File: src/rtl/ga_issue_ctrl.sv
// GA coprocessor issue sequencer: decodes custom-0..3, dispatches datapath ops over req/ack/done and
// runs custom-3 control ops locally. Optional watchdog enabled by defining GA_ISSUE_TIMEOUT_EN.
module ga_issue_ctrl #(
  parameter int unsigned DataWidth     = 32,
  parameter int unsigned TimeoutCycles = 255
) (
  input  logic                 clk_i,
  input  logic                 rst_i,
  input  logic                 instr_valid_i,
  output logic                 instr_ready_o,
  input  logic [31:0]          instr_i,
  input  logic [DataWidth-1:0] rs1_i,
  input  logic [DataWidth-1:0] rs2_i,
  output logic                 ga_req_o,
  output logic [1:0]           ga_cls_o,
  output logic [2:0]           ga_funct3_o,
  output logic [DataWidth-1:0] ga_op_a_o,
  output logic [DataWidth-1:0] ga_op_b_o,
  input  logic                 ga_ack_i,
  input  logic                 ga_done_i,
  input  logic [DataWidth-1:0] ga_result_i,
  output logic                 ga_flush_o,
  output logic                 wb_valid_o,
  input  logic                 wb_ready_i,
  output logic [4:0]           wb_rd_o,
  output logic [DataWidth-1:0] wb_data_o,
  output logic                 illegal_o,
  output logic                 busy_o,
  output logic                 enabled_o,
  output logic                 timeout_o
);

  localparam logic [1:0] ST_IDLE  = 2'd0;
  localparam logic [1:0] ST_ISSUE = 2'd1;
  localparam logic [1:0] ST_WAIT  = 2'd2;
  localparam logic [1:0] ST_WB    = 2'd3;

  localparam logic [6:0] OPC_CUSTOM0 = 7'h0B;
  localparam logic [6:0] OPC_CUSTOM1 = 7'h2B;
  localparam logic [6:0] OPC_CUSTOM2 = 7'h5B;
  localparam logic [6:0] OPC_CUSTOM3 = 7'h7B;

  localparam logic [2:0] F3_CONFIG  = 3'b000;
  localparam logic [2:0] F3_STATUS  = 3'b001;
  localparam logic [2:0] F3_RESET   = 3'b010;
  localparam logic [2:0] F3_ENABLE  = 3'b011;
  localparam logic [2:0] F3_DISABLE = 3'b100;
  localparam logic [2:0] F3_FLUSH   = 3'b101;

  // Class code carried to the ALU alongside the dispatched op.
  function automatic logic [1:0] opc_class(input logic [6:0] opc);
    logic [1:0] cls;
    cls = 2'd0;
    if (opc == OPC_CUSTOM1) cls = 2'd1;
    if (opc == OPC_CUSTOM2) cls = 2'd2;
    return cls;
  endfunction

  // custom-1 and custom-2 reserve funct3 110/111; custom-0 uses the full space.
  function automatic logic dp_f3_illegal(input logic [6:0] opc, input logic [2:0] f3);
    return ((opc == OPC_CUSTOM1) || (opc == OPC_CUSTOM2)) && (f3[2:1] == 2'b11);
  endfunction

  function automatic logic [DataWidth-1:0] status_word(input logic ill, input logic tmo,
                                                       input logic en);
    logic [DataWidth-1:0] w;
    w      = '0;
    w[2:0] = {ill, tmo, en};
    return w;
  endfunction

  logic [6:0] opcode;
  logic [2:0] funct3;
  logic [4:0] rd;
  logic       accept;
  logic       unused_instr_bits;

  assign opcode            = instr_i[6:0];
  assign rd                = instr_i[11:7];
  assign funct3            = instr_i[14:12];
  assign unused_instr_bits = ^instr_i[31:15];

  logic [1:0]           state_q, state_d;
  logic                 enabled_q, enabled_d;
  logic [DataWidth-1:0] cfg_q, cfg_d;
  logic                 ill_sticky_q, ill_sticky_d;
  logic                 tmo_sticky_q, tmo_sticky_d;
  logic [1:0]           cls_q, cls_d;
  logic [2:0]           funct3_q, funct3_d;
  logic [4:0]           rd_q, rd_d;
  logic [DataWidth-1:0] op_a_q, op_a_d;
  logic [DataWidth-1:0] op_b_q, op_b_d;
  logic [DataWidth-1:0] wb_data_q, wb_data_d;
  logic                 illegal_p1, illegal_d;
  logic                 flush_p1, flush_d;
  logic                 timeout_p1, timeout_d;
  logic                 tmo_hit;

  assign accept = instr_valid_i && (state_q == ST_IDLE);

`ifdef GA_ISSUE_TIMEOUT_EN
  localparam int unsigned TmoW = $clog2(TimeoutCycles) + 1;
  localparam logic [TmoW-1:0] TmoLast = TmoW'(TimeoutCycles - 1);

  logic [TmoW-1:0] tmo_cnt_q;

  // Counter is 0 in the first ISSUE cycle, so the limit is hit in the TimeoutCycles-th busy cycle.
  always_ff @(posedge clk_i) begin
    if (rst_i) begin
      tmo_cnt_q <= '0;
    end else if (state_q == ST_IDLE) begin
      tmo_cnt_q <= '0;
    end else if ((state_q == ST_ISSUE) || (state_q == ST_WAIT)) begin
      tmo_cnt_q <= tmo_cnt_q + TmoW'(1);
    end
  end

  assign tmo_hit = ((state_q == ST_ISSUE) || (state_q == ST_WAIT)) && (tmo_cnt_q == TmoLast);
`else
  assign tmo_hit = 1'b0;
`endif

  always_comb begin
    state_d      = state_q;
    enabled_d    = enabled_q;
    cfg_d        = cfg_q;
    ill_sticky_d = ill_sticky_q;
    tmo_sticky_d = tmo_sticky_q;
    cls_d        = cls_q;
    funct3_d     = funct3_q;
    rd_d         = rd_q;
    op_a_d       = op_a_q;
    op_b_d       = op_b_q;
    wb_data_d    = wb_data_q;
    illegal_d    = 1'b0;
    flush_d      = 1'b0;
    timeout_d    = 1'b0;

    unique case (state_q)
      ST_IDLE: begin
        if (accept) begin
          funct3_d = funct3;
          rd_d     = rd;
          op_a_d   = rs1_i;
          op_b_d   = rs2_i;
          case (opcode)
            OPC_CUSTOM0, OPC_CUSTOM1, OPC_CUSTOM2: begin
              if (!enabled_q || dp_f3_illegal(opcode, funct3)) begin
                illegal_d    = 1'b1;
                ill_sticky_d = 1'b1;
              end else begin
                cls_d   = opc_class(opcode);
                state_d = ST_ISSUE;
              end
            end
            OPC_CUSTOM3: begin
              case (funct3)
                F3_CONFIG: begin
                  cfg_d     = rs1_i;
                  wb_data_d = cfg_q;
                  state_d   = ST_WB;
                end
                F3_STATUS: begin
                  wb_data_d = status_word(ill_sticky_q, tmo_sticky_q, enabled_q);
                  state_d   = ST_WB;
                end
                F3_RESET: begin
                  enabled_d    = 1'b0;
                  cfg_d        = '0;
                  ill_sticky_d = 1'b0;
                  tmo_sticky_d = 1'b0;
                  flush_d      = 1'b1;
                end
                F3_ENABLE:  enabled_d = 1'b1;
                F3_DISABLE: enabled_d = 1'b0;
                F3_FLUSH:   flush_d   = 1'b1;
                default: begin
                  illegal_d    = 1'b1;
                  ill_sticky_d = 1'b1;
                end
              endcase
            end
            default: begin
              illegal_d    = 1'b1;
              ill_sticky_d = 1'b1;
            end
          endcase
        end
      end
      ST_ISSUE: begin
        // A done together with the ack completes directly and also beats the watchdog.
        if (ga_ack_i && ga_done_i) begin
          wb_data_d = ga_result_i;
          state_d   = (rd_q == 5'd0) ? ST_IDLE : ST_WB;
        end else if (tmo_hit) begin
          flush_d      = 1'b1;
          timeout_d    = 1'b1;
          tmo_sticky_d = 1'b1;
          state_d      = ST_IDLE;
        end else if (ga_ack_i) begin
          state_d = ST_WAIT;
        end
      end
      ST_WAIT: begin
        if (ga_done_i) begin
          wb_data_d = ga_result_i;
          state_d   = (rd_q == 5'd0) ? ST_IDLE : ST_WB;
        end else if (tmo_hit) begin
          flush_d      = 1'b1;
          timeout_d    = 1'b1;
          tmo_sticky_d = 1'b1;
          state_d      = ST_IDLE;
        end
      end
      ST_WB: begin
        if (wb_ready_i) state_d = ST_IDLE;
      end
      default: state_d = ST_IDLE;
    endcase
  end

  // Registered stage: every output-visible register clears so the block powers up quiet.
  always_ff @(posedge clk_i) begin
    if (rst_i) begin
      state_q      <= ST_IDLE;
      enabled_q    <= 1'b0;
      cfg_q        <= '0;
      ill_sticky_q <= 1'b0;
      tmo_sticky_q <= 1'b0;
      cls_q        <= 2'd0;
      funct3_q     <= 3'd0;
      rd_q         <= 5'd0;
      op_a_q       <= '0;
      op_b_q       <= '0;
      wb_data_q    <= '0;
      illegal_p1   <= 1'b0;
      flush_p1     <= 1'b0;
      timeout_p1   <= 1'b0;
    end else begin
      state_q      <= state_d;
      enabled_q    <= enabled_d;
      cfg_q        <= cfg_d;
      ill_sticky_q <= ill_sticky_d;
      tmo_sticky_q <= tmo_sticky_d;
      cls_q        <= cls_d;
      funct3_q     <= funct3_d;
      rd_q         <= rd_d;
      op_a_q       <= op_a_d;
      op_b_q       <= op_b_d;
      wb_data_q    <= wb_data_d;
      illegal_p1   <= illegal_d;
      flush_p1     <= flush_d;
      timeout_p1   <= timeout_d;
    end
  end

  tmo_limit_ok: assert property (@(posedge clk_i) TimeoutCycles >= 2);

  assign instr_ready_o = (state_q == ST_IDLE);
  assign busy_o        = (state_q != ST_IDLE);
  assign ga_req_o      = (state_q == ST_ISSUE);
  assign ga_cls_o      = cls_q;
  assign ga_funct3_o   = funct3_q;
  assign ga_op_a_o     = op_a_q;
  assign ga_op_b_o     = op_b_q;
  assign ga_flush_o    = flush_p1;
  assign wb_valid_o    = (state_q == ST_WB);
  assign wb_rd_o       = rd_q;
  assign wb_data_o     = wb_data_q;
  assign illegal_o     = illegal_p1;
  assign enabled_o     = enabled_q;
  assign timeout_o     = timeout_p1;

endmodule
File: config.mk
export PLATFORM = sky130hd
export DESIGN_NAME = ga_issue_ctrl
export DESIGN_NICKNAME = d
export VERILOG_FILES = /design/src/rtl/ga_issue_ctrl.sv
export SDC_FILE = /design/constraint.sdc
export NUM_CORES = 1
export LEC_CHECK = 0
export CAP_MARGIN = 20
export CORE_MARGIN = 10
export CORE_UTILIZATION = 35
export CTS_CLUSTER_DIAMETER = 40
export DETAILED_ROUTE_END_ITERATION = 10
export PLACE_DENSITY = 0.71
export SLEW_MARGIN = 30
export SYNTH_ARGS = -nofsm -noshare
export SYNTH_HDL_FRONTEND = slang
export SYNTH_SLANG_ARGS = --single-unit
File: constraint.sdc
create_clock -name clk_i -period 1.6 [get_ports clk_i]
set_input_delay 0.16 -clock clk_i [delete_from_list [all_inputs] [get_ports clk_i]]
set_output_delay 0.16 -clock clk_i [all_outputs]
set_load 0.1 [all_outputs]
==> key figures <==
Outcome
  • Status: finished, violations left
  • Failing checks: negative setup slack

STA
  • Period utilization: 1.11
  • RSZ-0062 raised after global routing: true
  • Max frequency: 565 MHz
  • Min Clock Period, post-route: between 1.5 and 2 ns
  • WHS: 0.207 ns
  • Final Hold Violating Endpoints: 0
  • Clk_skew: 0.00684 ns
  • Fin. max-slew vios: 0
  • Final setup viols: 67
  • Post-route setup slack: -0.171 ns

Floorplanning
  • CORE AREA: 16,500 µm²
  • Rows: 47
  • IO Pins: 248
  • Die width: between 100 and 150 µm
  • Die Area: 22,300 µm²
  • Vert. Die Dim: 149 µm
  • Initial Util: 0.355

Synth
  • FFs w/ async S/R, synth: 0
  • Synth unique cells: 40
  • Avg Cell Area, Syn: 8.43 µm²
  • Syn Nets: 833
  • Seq/Total Area, Yosys: 0.492
  • Yosys warning count: 0
  • Post-synth EDFFs: 0
  • Top FF cell, synth: dfxtp_1
  • Syn Inst Count: 695
  • Seq cells post-synth: 144
  • Synthesized area: 5860 µm²

Global route
  • Met3 Track Usage GR: 0.0743
  • Met1 usage: 0.218
  • First-pass GRT wire length: 33,200 µm
  • Gr usage total: 0.188
  • Most used routing layer: met2
  • GRT Residual Overflow: 0
  • Largest net degree at the start of global routing: between 40 and 50
  • Antenna violations before repair: 0
  • Met2 GRT Util: 0.315
  • Vias in the first global route: ~5,800

Setup path
  • Startpoint Class: register
  • Crit Reg-Reg Startpoint: state_q[1]
  • Worst Path Required: 1.93 ns
  • Worst setup startpoint: state_q[1]
  • RR Endpoint: wb_data_o[19]
  • Critical path fanouts, max: 6
  • Crit. End Element: register
  • Flop-to-flop setup slack: -0.17 ns
  • Reg2Reg Depth: 9
  • Setup Crit Path Kind: register to register
  • Worst Path Arrival: around 2.1 ns
  • Crit path to: wb_data_o[19]

Min path
  • Hold Startpoint: rst_i
  • Min-delay worst type: input port to register

Pwr
  • Static leakage: roughly 0.0041 µW
  • Maximum vdd drop: ~1400 µV
  • Power per Cell Area: 2320 nW/µm²

Placement
  • Port Buffers: between 200 and 250
  • DP HPWL: 15,200 µm
  • GPL Wtd Cong: 0.832
  • Place WS: -0.559 ns

Cells and area
  • Most common cell after layout, fill and taps aside: nand2_1
  • Antenna Cells: 0
  • Most frequent cells in the layout: nand2_1 (184), dfxtp_1 (141), buf_12 (124)
  • Layout fillers: between 1,000 and 1,500
  • Layout cells sized above 1: 0.330
  • Nets: 1,103
  • Area grow syn2layout: 91.0%

Routing
  • First drt pass iteration count: 4
  • Routed wire length: between 20,000 and 25,000 µm
  • DR iter-0 viols: 241
  • Per-cell routed wire length: between 15 and 20 µm
  • Post-route DRC: 0
  • Vias per cell: approximately 5
  • Remaining antenna violation count: 0
  • Vias: 5,965

Clock tree
  • Clk_lat worst skew: 0.41 ns
  • H-Tree Depth: 4
  • Clock-pin slew on the worst setup and hold paths: 0.06 ns
  • CTS buffer count: 17
  • CTS root buf: clkbuf_16
  • CTS tree: yes
  • Clock Path Buffers: 2
  • Hold-fix buffers at CTS: 0
  • Num Clock Sinks: 144

Flow run
  • Max-cap violations: 0
## worst min-delay path by stage
stage / slack (ns) / depth (start not counted) / endpoint
floorplan: 0.30 / 2 / ga_funct3_o[0]
global placement: 0.44 / 2 / cfg_q[15]
detailed placement: 0.45 / 2 / cfg_q[10]
CTS: 0.20 / 2 / cfg_q[21]
global route: 0.22 / 2 / cfg_q[21]
finish: 0.21 / 2 / cfg_q[21]
## cell usage after synthesis (all sizes together), types with 2 or more instances
| cell type | n | area (µm²) |
|---|---|---|
| nand2 | 185 | 694 |
| nand3b | 33 | 248 |
| clkbuf | 44 | 165 |
| xnor2 | 2 | 17.5 |
| nand3 | 4 | 20.0 |
| nand2b | 7 | 43.8 |
| dfxtp | 144 | 2880 |
| inv | 3 | 11.3 |
| a21oi | 114 | 571 |
| mux2i | 4 | 40.0 |
| a22oi | 30 | 225 |
| nor3 | 6 | 46.3 |
| nor3b | 2 | 15.0 |
| nor2 | 42 | 158 |
| a2111oi | 2 | 17.5 |
| a211oi | 34 | 405 |
| o21ai | 6 | 30.0 |
| ha | 4 | 50.1 |
| buf | 14 | 96.3 |
## critical path, cell delays in order (launching register included)
cell,delay [ns]
dfxtp_4,0.36
buf_4,0.14
ha_4,0.17
buf_4,0.14
nor3_4,0.20
buf_12,0.18
buf_12,0.14
clkbuf_16,0.15
nor2_2,0.04
a211oi_2,0.16
## state kept, by name, summed over array words and instances, names as in the netlist
| signal | count |
|---|---|
| ga_op_a_o | 32 |
| ga_funct3_o | 3 |
| ga_op_b_o | 32 |
| wb_rd_o | 5 |
| ga_cls_o | 2 |
| cfg_q | 32 |
| wb_data_o | 32 |
| ga_flush_o | 1 |
| enabled_o | 1 |
| state_q | 2 |
| ill_sticky_q | 1 |
| illegal_o | 1 |
## layer usage
metal / share of wire / wire length (µm)
met1: 0.40 / 9010
met2: 0.51 / 11400
met3: 0.079 / 1790
met4: 0.012 / 281
met5: 0 / 0
## per-stage QoR
| stage | TNS [ns] | power (µW) | instances | instance area (µm²) | utilization |
|---|---|---|---|---|---|
| detailed placement | -30.80 | 19900 | 1142 | 9910 | 0.600 |
| floorplan | -29.46 | 14400 | 695 | 5980 | - |
| global placement | -28.40 | 19700 | 1142 | 9910 | 0.600 |
| CTS | -6.01 | 25100 | 1186 | 10800 | 0.655 |
| global route | -12.29 | 27100 | 1196 | 11200 | 0.677 |
| finish | -6.21 | 26000 | 1196 | 11200 | 0.677 |
## report_power, final
group	switching (µW)	total, µW	leakage (µW)	internal (µW)
clock	1520	4030	0.000284	2510
combinational	9930	16700	0.00265	6770
sequential	894	5280	0.00118	4390
## final cells by class
cell class / count / area, µm² / area share
clock buffer: 20 / 457 / 0.0408
clock inverter: 10 / 136 / 0.0122
multi-input combinational: 490 / 2970 / 0.265
sequential: 144 / 2890 / 0.258
timing repair buffer: 309 / 4440 / 0.397
inverter: 3 / 20.0 / 0.00179
tap: 220 / 275 / 0.0246
## kinds of logic (layout without fill, tap and decap cells)
family | count (synthesis) | after routing | share of synthesized area
multiplexers | 4 | 4 | 0.00683
other | 1 | 1 | 0.000640
AO/OA/AOI/OAI | 192 | 192 | 0.223
AND/OR/NAND/NOR | 287 | 287 | 0.219
XOR/XNOR | 2 | 2 | 0.00299
adder cells (fa/ha/maj) | 4 | 4 | 0.00854
flip-flops | 144 | 144 | 0.492
buffers and inverters | 61 | 342 | 0.0466
## what timing repair did
action	4_1_cts	5_1_grt
setup endpoints to repair	62	113
gates resized for setup	30	42
buffers inserted	11	6
gates cloned	4	7
pin swaps	5	36
No activity file was read; power rests on OpenSTA's default activity.
